--- src/rtl/icache_fill_ctrl.sv ---
// Instruction-cache fill controller.
// On a stage-2 miss it picks a round-robin victim way, requests the aligned
// line from memory, streams the returned beats into the victim data bank,
// forwards the critical (missed) word to fetch and writes the tag bank on the
// final beat.
module icache_fill_ctrl #(
  parameter int WAYS        = 2,
  parameter int LINE_ADDR_W = 6,
  parameter int SUB_LINE_W  = 2
) (
  input  logic                              clk,
  input  logic                              rst,
  input  logic                              miss_req,
  input  logic [31:0]                       miss_addr,
  output logic                              fill_busy,
  output logic                              mem_req,
  output logic [31:0]                       mem_addr,
  input  logic                              mem_ack,
  input  logic                              mem_rvalid,
  input  logic [31:0]                       mem_rdata,
  output logic [WAYS-1:0]                   data_wen,
  output logic [LINE_ADDR_W+SUB_LINE_W-1:0] data_waddr,
  output logic [31:0]                       data_wdata,
  output logic                              tag_update,
  output logic [WAYS-1:0]                   tag_update_way,
  output logic                              fwd_valid,
  output logic [31:0]                       fwd_data,
  output logic                              fill_done
);

  localparam int PTR_W   = (WAYS > 1) ? $clog2(WAYS) : 1;
  localparam int LINE_LO = SUB_LINE_W + 2;
  localparam logic [SUB_LINE_W-1:0] LAST_CNT = {SUB_LINE_W{1'b1}};
  localparam logic [PTR_W-1:0]      LAST_PTR = PTR_W'(WAYS - 1);

  typedef enum logic [1:0] {
    ST_IDLE = 2'd0,
    ST_REQ  = 2'd1,
    ST_FILL = 2'd2,
    ST_DONE = 2'd3
  } state_t;

  state_t                  state_r;
  state_t                  state_s;
  logic [LINE_ADDR_W-1:0]  line_r;
  logic [SUB_LINE_W-1:0]   off_r;
  logic [SUB_LINE_W-1:0]   cnt_r;
  logic [WAYS-1:0]         victim_r;
  logic [PTR_W-1:0]        rr_ptr_r;
  logic                    mem_req_r;
  logic [31:0]             mem_addr_r;
  logic                    beat_s;

  // Byte-lane bits of the miss address never matter for a word-granular fill.
  logic unused_s;
  assign unused_s = ^miss_addr[1:0];

  // One-hot encode a way index.
  function automatic logic [WAYS-1:0] way_onehot(input logic [PTR_W-1:0] idx);
    logic [WAYS-1:0] oh;
    oh = {WAYS{1'b0}};
    for (int i = 0; i < WAYS; i++) begin
      if (idx == PTR_W'(i)) begin
        oh[i] = 1'b1;
      end else begin
        oh[i] = 1'b0;
      end
    end
    return oh;
  endfunction

  assign beat_s = (state_r == ST_FILL) && mem_rvalid;

  // State register.
  always_ff @(posedge clk or negedge rst) begin
    if (!rst) begin
      state_r <= ST_IDLE;
    end else begin
      state_r <= state_s;
    end
  end

  // Next-state decode.
  always_comb begin
    state_s = state_r;
    case (state_r)
      ST_IDLE: begin
        if (miss_req) begin
          state_s = ST_REQ;
        end else begin
          state_s = ST_IDLE;
        end
      end
      ST_REQ: begin
        if (mem_ack) begin
          state_s = ST_FILL;
        end else begin
          state_s = ST_REQ;
        end
      end
      ST_FILL: begin
        if (mem_rvalid && (cnt_r == LAST_CNT)) begin
          state_s = ST_DONE;
        end else begin
          state_s = ST_FILL;
        end
      end
      ST_DONE: state_s = ST_IDLE;
      default: state_s = ST_IDLE;
    endcase
  end

  // Latch the miss context, drive the memory request and track fill progress.
  always_ff @(posedge clk or negedge rst) begin
    if (!rst) begin
      line_r     <= {LINE_ADDR_W{1'b0}};
      off_r      <= {SUB_LINE_W{1'b0}};
      cnt_r      <= {SUB_LINE_W{1'b0}};
      victim_r   <= {WAYS{1'b0}};
      rr_ptr_r   <= {PTR_W{1'b0}};
      mem_req_r  <= 1'b0;
      mem_addr_r <= 32'h0000_0000;
    end else begin
      case (state_r)
        ST_IDLE: begin
          if (miss_req) begin
            line_r     <= miss_addr[LINE_LO +: LINE_ADDR_W];
            off_r      <= miss_addr[2 +: SUB_LINE_W];
            victim_r   <= way_onehot(rr_ptr_r);
            cnt_r      <= {SUB_LINE_W{1'b0}};
            mem_req_r  <= 1'b1;
            mem_addr_r <= {miss_addr[31:LINE_LO], {LINE_LO{1'b0}}};
          end
        end
        ST_REQ: begin
          if (mem_ack) begin
            mem_req_r <= 1'b0;
          end
        end
        ST_FILL: begin
          if (mem_rvalid) begin
            cnt_r <= cnt_r + {{(SUB_LINE_W-1){1'b0}}, 1'b1};
          end
        end
        ST_DONE: begin
          if (rr_ptr_r == LAST_PTR) begin
            rr_ptr_r <= {PTR_W{1'b0}};
          end else begin
            rr_ptr_r <= rr_ptr_r + {{(PTR_W-1){1'b0}}, 1'b1};
          end
        end
        default: begin
          mem_req_r <= 1'b0;
        end
      endcase
    end
  end

  // Per-beat bank writes, critical-word forward and final tag write.
  always_comb begin
    data_wen       = {WAYS{1'b0}};
    tag_update     = 1'b0;
    tag_update_way = {WAYS{1'b0}};
    fwd_valid      = 1'b0;
    fwd_data       = 32'h0000_0000;
    if (beat_s) begin
      data_wen = victim_r;
      if (cnt_r == off_r) begin
        fwd_valid = 1'b1;
        fwd_data  = mem_rdata;
      end else begin
        fwd_valid = 1'b0;
        fwd_data  = 32'h0000_0000;
      end
      if (cnt_r == LAST_CNT) begin
        tag_update     = 1'b1;
        tag_update_way = victim_r;
      end else begin
        tag_update     = 1'b0;
        tag_update_way = {WAYS{1'b0}};
      end
    end else begin
      data_wen = {WAYS{1'b0}};
    end
  end

  assign data_waddr = {line_r, cnt_r};
  assign data_wdata = mem_rdata;
  assign mem_req    = mem_req_r;
  assign mem_addr   = mem_addr_r;
  assign fill_busy  = (state_r != ST_IDLE);
  assign fill_done  = (state_r == ST_DONE);

endmodule

--- config.mk ---
export PLATFORM = sky130hd
export DESIGN_NAME = icache_fill_ctrl
export DESIGN_NICKNAME = d
export VERILOG_FILES = /design/src/rtl/icache_fill_ctrl.sv
export SDC_FILE = /design/constraint.sdc
export NUM_CORES = 1
export LEC_CHECK = 0
export ABC_CLOCK_PERIOD_IN_PS = 1800
export BUFFER_PORTS_ARGS = -buffer_cell sky130_fd_sc_hd__buf_2
export CELL_PAD_IN_SITES_DETAIL_PLACEMENT = 1
export CELL_PAD_IN_SITES_GLOBAL_PLACEMENT = 1
export CORE_MARGIN = 2
export CORE_UTILIZATION = 26
export DETAILED_ROUTE_END_ITERATION = 10
export HOLD_SLACK_MARGIN = 0.05
export PLACE_DENSITY = 0.85
export RECOVER_POWER = 25
export SYNTH_ARGS = -nofsm -noshare
export SYNTH_HDL_FRONTEND = slang
export SYNTH_SLANG_ARGS = --single-unit
--- constraint.sdc ---
create_clock -name clk -period 1.8 [get_ports clk]
set_clock_uncertainty 0.1 [all_clocks]
set_input_delay 0.09 -clock clk [delete_from_list [all_inputs] [get_ports clk]]
set_output_delay 0.09 -clock clk [all_outputs]
set_load 0.05 [all_outputs]
== After elaboration in Yosys (flattened, before gate mapping) ==
Cells that the tools add are included.

* Add/sub/neg operators: 2
* Eq/ne operators: 8
* Multiplexer cells: 22
* Reductions and logical operators: 9

{| class="wikitable"
|+ Operator list
! cell !! count
|-
| $mux W32 || 2
|-
| $mux W2 || 6
|-
| $mux W1 || 11
|-
| $pmux W2 S4 || 1
|-
| $eq A2 B2 Y1 const B || 3
|-
| $ne A2 B2 Y1 const B || 3
|-
| $reduce_and A3 Y1 || 2
|-
| $reduce_bool A2 Y1 || 3
|-
| $pmux W2 S2 || 1
|-
| $add A2 B1 Y2 const B || 1
|-
| $eq A2 B1 Y1 const B || 1
|-
| $eq A2 B2 Y1 || 1
|-
| $logic_and A1 B1 Y1 || 2
|-
| $logic_not A2 Y1 || 1
|-
| $pmux W1 S2 || 1
|-
| $reduce_and A2 Y1 || 1
|-
| $add A1 B1 Y1 const B || 1
|}

* Flip-flop bits (word level): 44
* Input bits: 69
* Word-level logic and storage cells: 49

== Longest topological paths before layout ==
Gate-level depths: netlist of the first run.

* Depth in word-level cells: 4
* Gate-level depth with buffers: 5
* Mapped depth without buffers: 3

== Least setup slack after synthesis of the first run ==
No wires, ideal clock.

* Kind: reg2out
* From: register cnt_r[0]
* To: output fwd_data[18]
* Arrival time: 1.849 ns
* Slack: -0.239 ns
* Stages on the path, launching flop included: 5
* Buffers on the path: 1
* Path through: dfrtp_1 > xnor2_1 > and3_2 > buf_2 > and2_1

* Cells in the longest elaborated chain, start to end: 3

{| class="wikitable"
|+ Ends and longest elaborated chain
! what !! RTL line !! RTL
|-
| start: declaration || 47 || <nowiki>logic [SUB_LINE_W-1:0] cnt_r;</nowiki>
|-
| start signal: assignment || 118 || <nowiki>cnt_r <= {SUB_LINE_W{1'b0}};</nowiki>
|-
| start signal: assignment || 130 || <nowiki>cnt_r <= {SUB_LINE_W{1'b0}};</nowiki>
|-
| start signal: assignment || 142 || <nowiki>cnt_r <= cnt_r + {{(SUB_LINE_W-1){1'b0}}, 1'b1};</nowiki>
|-
| $eq A2 B2 Y1 || 168 || <nowiki>if (cnt_r == off_r) begin</nowiki>
|-
| $mux W32 || 168 ||
|-
| $mux W32 || 166 || <nowiki>if (beat_s) begin</nowiki>
|-
| end: declaration || 27 || <nowiki>output logic [31:0] fwd_data,</nowiki>
|}

No other way between the ends.

== Worst setup path after layout of the first run ==
* From: register cnt_r[1]
* To: output fwd_data[23]

Same word-level chain as after synthesis.

==> results of run 1 <==
[routing by layer]
layer	track usage [%]	share of wire [%]	up-vias	routed length, um
met4	5.193	0.82	0	64
met2	33.10	57	112	4430
li1	-	-	932	-
met3	5.136	9.6	7	746
met1	15.57	33	1012	2556
met5	0	0	-	0
[synthesized netlist by cell type, types with 2 or more instances]
master	number	share of area, %
buf_4	43	15
dfrtp_1	38	45
and2_1	36	11
mux2_2	30	16
nand2_1	5	0.89
buf_6	3	1.6
inv_1	3	0.53
o21ai_0	3	0.71
a21oi_1	2	0.47
and3_1	2	0.59
buf_2	2	0.47
clkbuf_2	2	0.47
o21bai_1	2	0.71
o311ai_0	2	0.83
xnor2_1	2	0.83
[sequential cells by signal (all words and copies together) (netlist names), named ones only]
register / count
victim_r: 2
off_r: 2
rr_ptr_r: 1
cnt_r: 2
state_r: 1
line_r: 5
mem_addr: 23
mem_req: 1
[worst paths after layout]
path                            start           end  cells after the start
max in group asynchronous         rst      off_r[1]                      2
max reg2reg                  register  mem_addr[27]                      4
min reg2reg                  rr_ptr_r   victim_r[0]                      1
min                        mem_rvalid      cnt_r[0]                      4
min in group asynchronous         rst  mem_addr[13]                      2
max                          cnt_r[1]  fwd_data[23]                      4
[critical path, stage by stage, from the launching register on]
cell and delay (ns):
dfrtp_2 0.45, xnor2_4 0.23, and3_4 0.29, and2_2 0.18
buf_6 0.16
[kinds of logic (layout without fill, tap and decap cells)]
group	after synthesis	count (layout)	share of synthesized area (%)
other	1	5	0.1777
buffers and inverters	53	230	18.38
AO/OA/AOI/OAI	9	9	2.726
flip-flops	38	38	45.05
adder cells (fa/ha/maj)	1	1	0.5927
AND/OR/NAND/NOR	50	53	14.82
multiplexers	32	32	17.01
XOR/XNOR	3	3	1.245
[timing repair]
item,CTS,global route
resized for setup,51,44
setup buffers,2,2
pin swaps,3,7
setup endpoints to repair,33,35
gates cloned,3,0
hold buffers,34,0
hold endpoints to repair,72,0
[layout make-up]
| class | count | area [um^2] | share of cell area, % |
|---|---|---|---|
| Antenna cell | 1 | 2.502 | 0.06913 |
| Clock buffer | 5 | 68.82 | 1.901 |
| Clock inverter | 3 | 68.82 | 1.901 |
| Inverter | 3 | 11.26 | 0.3111 |
| Multi-Input combinational cell | 102 | 903.4 | 24.96 |
| Sequential cell | 38 | 954.7 | 26.37 |
| Tap cell | 102 | 127.6 | 3.526 |
| Timing Repair Buffer | 219 | 1483 | 40.96 |
[metrics by stage]
stage / instances / utilization [%] / hold slack (ns) / area [um^2]
2_1_floorplan: 190 / - / -0.3056 / 2136
3_3_place_gp: 423 / 36.12 / 0.1421 / 2820
5_1_grt: 473 / 46.36 / 0.1104 / 3620
4_1_cts: 470 / 44.89 / 0.07038 / 3505
3_5_place_dp: 423 / 36.12 / 0.1532 / 2820
6_report: 473 / 46.36 / 0.07828 / 3620
[power by group through the flow]
stage	logic [mW]	clock network [mW]	registers [mW]
global placement	3.54	0	1.53
finish	3.98	0.860	1.59
CTS	3.91	0.888	1.60
detailed placement	3.61	0	1.57
global route	4.16	0.911	1.66
floorplan	1.66	0	2.79
==> out/metrics.yaml, run 1 <==
synth_flop_cell: "dfrtp_1"
initial_utilization_pct: 27.04
synth-seq-cells: 38
slew_headroom_pct: 41.06
p_int_mw: 3.061
leakagePower_nw: 1.761
post_synth_num_cell_types: 27
p_seq_share_pct: 24.8
fin_ws_ns: 0.02717
sw_frac_of_total_pct: 52.42
worstSkewPairLatency_ns: 0.28
p_per_area_nw_per_um2: 1777
dpl.hpwl_mm: 5.027
grt_overflow: 0
portBuffers: 175
clk_pin_slew_ns: 0.07
r2r_setup_slack_ns: 0.13
num-fill-cells: 898
core-area_um2: 7807
synth_edf_count: 0
via_count: 2063
clockBufferDepth: 2
p_comb_share_pct: 61.9
rsz0062_at_grt: "yes"
finalMaxSlewViolations: 0
dp_slack_ns: 0.009132
gp_congestion: 0.7006
detail_route.wl_per_cell_um: 16.49
setup_violations: 0
clock-sinks: 38
antenna_found_initial: 1
wirelength_mm: 7.799
drc: 0
postRouteAntennaNets: 0
switching_power_mw: 3.373
finalSetupTns_ns: 0
asyncSetResetFlopFracSynth_pct: 100.0
setup.worst_path.end_class: "primary output"
postSynthCellCount: 187
hold_class: "input port to register"
cp.required_ns: 1.61
drt_iter0_markers: 31
cts_max_level: 2
fin_crit_sh_pct: 98.49
fmax_mhz: 564.1
fin_crit_ns: 1.773
placementRows: 32
die_y_um: 94.10
total_power_mw: 6.434
drv_cap: 0
grt_pass1_wl_mm: 11.27
cp.arrival_ns: 1.58
worst_pin_slew_ns: 0.8841
grt_max_degree: 39
grt_pass1_vias: 2210
vias_per_cell: 4.362
tritoncts: "built"
grtUsageTotal_pct: 16.49
status: "finished, final reports clean"
dr.pass1.iters: 4
hold_viol: 0
io_pins: 182
pwr-share-clk_pct: 13.4
dieWidth_um: 94.10
syn_area_um2: 2111
final_common_cell: "buf_2"
area_growth_pct: 71.49
synth-seq-area-share_pct: 45.05
cts_buffers: 5
crit_path_start_kind: "register"
final_nets: 439
die-area_um2: 8855
cp_max_fo: 8
drive_gt1_share_pct: 58.92
ir_drop_mv: 0.9561
yosys_warnings: 0
avgSynthCellArea_um2: 11.29
root_buffer: "clkbuf_8"
worstSetupPathType: "register to primary output"
layout_common_cells: "buf_2, clkbuf_1, dfrtp_1"
Note: power is estimated with default switching activity, not from simulation.
==> run 2, diff against run 1 <==
--- a/config.mk
+++ b/config.mk
@@ -13,8 +13,9 @@
 export CORE_UTILIZATION = 26
 export DETAILED_ROUTE_END_ITERATION = 10
 export HOLD_SLACK_MARGIN = 0.05
-export PLACE_DENSITY = 0.85
+export PLACE_DENSITY_LB_ADDON = 0.2
 export RECOVER_POWER = 25
+export SETUP_SLACK_MARGIN = 0.5
 export SYNTH_ARGS = -nofsm -noshare
 export SYNTH_HDL_FRONTEND = slang
 export SYNTH_SLANG_ARGS = --single-unit
==> run 2 against run 1 <==
  * Cell area increased by 19%
  * Global-route usage increased by 1.3 points
  * Critical path depth unchanged
  * Worst hold slack got worse by 0.010 ns
  * Clock-buffer cell count unchanged
  * Combinational power increased by 27%
  * Die area unchanged
  * Setup slack got worse by 0.011 ns
  * First-iteration DRC count unchanged
  * Sequential power about the same
  * Via count increased by 0.58%
  * Non-clock buffer count increased by 17
==> out/metrics.yaml, run 2 (synthesis gave the netlist of run 1 again) <==
total_power_mw: 7.367
cp_slowest_stage_delay_ns: 0.40
worstSetupPathType: "register to primary output"
grt_pass1_vias: 2218
rsz0062_at_grt: "yes"
finalMaxSlewViolations: 0
dr_wl_met2_mm: 4.626
grtUsageTotal_pct: 17.81
diodes: 0
fin_ws_ns: 0.01568
grt_pass1_wl_mm: 11.88
cts_buffers: 5
layout_common_cells: "buf_2, buf_8, dfrtp_1"
final_nets: 457
drv_cap: 0
postRouteAntennaNets: 0
wirelength_mm: 8.302
grt_max_degree: 33
core-area_um2: 7807
setup.worst_path.end_class: "primary output"
tritoncts: "built"
via_count: 2075
cp.arrival_ns: 1.59
status: "finished, final reports clean"
grt_overflow: 0
die_y_um: 94.10
drc: 0
area_growth_pct: 104.2
drive_gt1_share_pct: 68.04
dp_slack_ns: 0.08767
place_area_um2: 2937
maxUsedRoutingLayer: "met4"
dpl.hpwl_mm: 4.964
cp.required_ns: 1.61
initial_utilization_pct: 27.04
clockBufferDepth: 2
gp_congestion: 0.6534
drt_iter0_markers: 31
setup_violations: 0
final_common_cell: "buf_2"
clk_pin_slew_ns: 0.08
fin_util_pct: 55.21
instances_no_fill: 490
fin_crit_sh_pct: 99.13
root_buffer: "clkbuf_8"
largest_register_ffs: 23
crit_chain: "and3b_2 -> and3_4 -> and2_4 -> buf_8"
wirelength_met1_mm: 2.922
crit_path_start_kind: "register"
slew_headroom_pct: 45.55
dieWidth_um: 94.10
hold_viol: 0
cp_max_fo: 8
place_inst: 425
path_delay_family: "simple AND/OR/NAND/NOR gates"
clock-sinks: 38
ir_drop_mv: 1.277
io_pins: 182
portBuffers: 175
wl_met3_um: 707
p_per_area_nw_per_um2: 1709
dr.pass1.iters: 4
worst_pin_slew_ns: 0.8168
vias_per_cell: 4.235
worstSkewPairLatency_ns: 0.29
cts_max_level: 2
finalSetupTns_ns: 0
die-area_um2: 8855
fmax_mhz: 560.4
cp_num_buf_inv: 1
final_cell_area_um2: 4310
hold_class: "input port to register"
placementRows: 32
fin_hold_ws_ns: 0.06830
detail_route.wl_per_cell_um: 16.94
antenna_found_initial: 0
fin_crit_ns: 1.784
crit_slowest_cell: "dfrtp_1"
leakagePower_nw: 2.099
-- run 2: changes by cell type in the layout (fill, tap and decap cells not counted), moves of 4 or more --
cell	before	now
buf_8	10	38
buf_2	105	99
clkbuf_1	38	33
buf_4	12	7
and2_2	7	0
and2_1	14	2
buf_6	19	15
mux2_2	30	0
buf_12	1	5
mux2_4	0	31
buf_16	0	4
and2_4	14	34
-- run 2: worst min-delay path, stage by stage --
cell,delay [ns]
buf_2,0.10
nor2b_1,0.05
nand2_1,0.08
o311ai_2,0.09
-- run 2: area by class of cell --
| type | instances | area (um^2) |
|---|---|---|
| Multi-Input combinational cell | 103 | 1142 |
| Inverter | 3 | 11.26 |
| Tap cell | 102 | 127.6 |
| Timing Repair Buffer | 236 | 1967 |
| Sequential cell | 38 | 953.4 |
| Clock buffer | 5 | 68.82 |
| Clock inverter | 3 | 40.04 |
| Fill cell | 848 | 3497 |
-- run 2: worst paths after layout --
check                           startpoint      endpoint  slack [ns]  cells past startpoint
worst min register to register    rr_ptr_r   victim_r[0]        0.41                      1
worst max register to register  state_r[0]     line_r[0]        0.02                      7
max in group asynchronous              rst      cnt_r[1]        0.67                      3
worst min-delay path            mem_rvalid      cnt_r[1]        0.07                      4
min in group asynchronous              rst  mem_addr[17]        0.33                      2
worst max-delay path            state_r[0]   fwd_data[3]        0.02                      4
-- run 2: timing repair --
item,CTS,global route
hold buffers,34,0
cloned,8,0
setup buffers,11,4
endpoints found under the hold margin,65,0
endpoints found under the setup margin,72,77
resized for setup,146,49
pin swaps,10,9
-- run 2: routing by layer --
metal	up-vias	track usage, %
met4	0	3.623
met3	5	5.859
met5	-	0
li1	970	-
met2	112	35.36
met1	988	17.78
-- run 2: where the power goes --
part	internal (mW)	switching (mW)	leakage, nW
clock	0.408	0.310	0.0579
sequential	1.29	0.312	0.444
combinational	2.03	3.01	1.60
total	3.73	3.64	2.10
==> run 3, diff against run 2 <==
--- a/config.mk
+++ b/config.mk
@@ -12,7 +12,7 @@
 export CORE_MARGIN = 2
 export CORE_UTILIZATION = 26
 export DETAILED_ROUTE_END_ITERATION = 10
-export HOLD_SLACK_MARGIN = 0.05
+export HOLD_SLACK_MARGIN = 0.15
 export PLACE_DENSITY_LB_ADDON = 0.2
 export RECOVER_POWER = 25
 export SETUP_SLACK_MARGIN = 0.5
==> run 3 against run 2 <==
  * First-iteration DRC count decreased by 6.5%
  * Critical path depth unchanged
  * Sequential share of layout area unchanged
  * Core utilization unchanged
  * Critical endpoint unchanged
  * Largest cell class unchanged
  * Highest routed layer unchanged
==> out/metrics.yaml, run 3 (synthesis gave the netlist of run 1 again) <==
layout_common_cells: "buf_2, buf_8, dfrtp_1"
placementRows: 32
r2r_setup_slack_ns: 0.02
cp_num_buf_inv: 1
worstReg2RegStart: "state_r[0]"
root_buffer: "clkbuf_8"
crit_start: "state_r[0]"
grt_max_degree: 33
worstSetupPathType: "register to primary output"
die-area_um2: 8855
p_per_area_nw_per_um2: 1709
rsz0062_at_grt: "yes"
cp_slowest_stage_delay_ns: 0.40
fmax_mhz: 560.4
crit_path_start_kind: "register"
dieWidth_um: 94.10
area_growth_pct: 104.2
core-area_um2: 7807
cp_max_fo: 8
final_common_cell: "buf_2"
crit_chain: "and3b_2 -> and3_4 -> and2_4 -> buf_8"
portBuffers: 175
cp.arrival_ns: 1.59
via_count: 2078
hold_class: "input port to asynchronous set/reset pin"
ir_drop_mv: 1.277
die_y_um: 94.10
grt_pass1_vias: 2224
clk_pin_slew_ns: 0.08
cts_buffers: 5
hold_viol: 0
cp.required_ns: 1.61
fin_crit_ns: 1.784
finalSetupTns_ns: 0
setup.worst_path.end_class: "primary output"
cts_max_level: 2
instances_no_fill: 490
drive_gt1_share_pct: 68.04
largest_register_ffs: 23
gp_congestion: 0.6534
total_power_mw: 7.367
drv_cap: 0
clockBufferDepth: 2
grt_overflow: 0
worstSkewPairLatency_ns: 0.29
detail_route.wl_per_cell_um: 16.95
crit_slowest_cell: "dfrtp_1"
clock-sinks: 38
wirelength_mm: 8.305
path_delay_family: "simple AND/OR/NAND/NOR gates"
dp_slack_ns: 0.08767
dpl.hpwl_mm: 4.964
grtUsageTotal_pct: 17.85
status: "finished, final reports clean"
tritoncts: "built"
fin_ws_ns: 0.01550
drt_iter0_markers: 29
postRouteAntennaNets: 0
drc: 0
antenna_found_initial: 0
place_inst: 425
slew_headroom_pct: 45.54
diodes: 0
grt_pass1_wl_mm: 11.90
final_nets: 457
dr.pass1.iters: 4
setup_violations: 0
finalMaxSlewViolations: 0
io_pins: 182
leakagePower_nw: 2.099
fin_crit_sh_pct: 99.14
initial_utilization_pct: 27.04
worst_pin_slew_ns: 0.8169
vias_per_cell: 4.241
## run 3: cell counts in the layout (fill, tap and decap cells not counted)
Identical to the previous run, type by type.
## run 3: final cells by class
| class | instances | area, um^2 |
|---|---|---|
| inverter | 3 | 11.26 |
| tap | 102 | 127.6 |
| fill | 848 | 3497 |
| sequential | 38 | 953.4 |
| clock buffer | 5 | 68.82 |
| timing repair buffer | 236 | 1967 |
| multi-input combinational | 103 | 1142 |
| clock inverter | 3 | 40.04 |
## run 3: power by group
part	total (mW)	internal, mW	leakage [nW]	switching, mW
clock	0.718	0.408	0.0579	0.310
sequential	1.60	1.29	0.444	0.312
combinational	5.05	2.03	1.60	3.01
## run 3: what timing repair did
action	CTS	global route
pin swaps	10	9
setup endpoints to repair	72	77
cloned	8	0
gates resized for setup	146	49
hold buffers	34	0
endpoints found under the hold margin	65	0
buffers inserted	11	4
## run 3: stage by stage
step                      util (%)  area, um^2  hold slack (ns)
after floorplan                  -        2257          -0.3056
after global placement       37.61        2937          0.09689
after detailed placement     37.61        2937          0.09371
after CTS                    53.09        4145           0.3062
after global routing         55.21        4310           0.4028
final                        55.21        4310           0.3347
## run 3: final timing paths
kind / cells past startpoint / end
worst max-delay path: 4 / fwd_data[3]
min in group clk: 1 / victim_r[0]
worst max register to register: 7 / line_r[0]
worst min register to register: 1 / victim_r[0]
max in group asynchronous: 3 / cnt_r[1]
worst min-delay path: 2 / mem_addr[17]
## run 3: routing by layer
layer,vias up,global-route usage (%),wire (um)
met2,112,35.48,4633
met4,0,3.623,45
li1,970,-,-
met3,5,5.859,707
met1,991,17.78,2919
met5,-,0,0
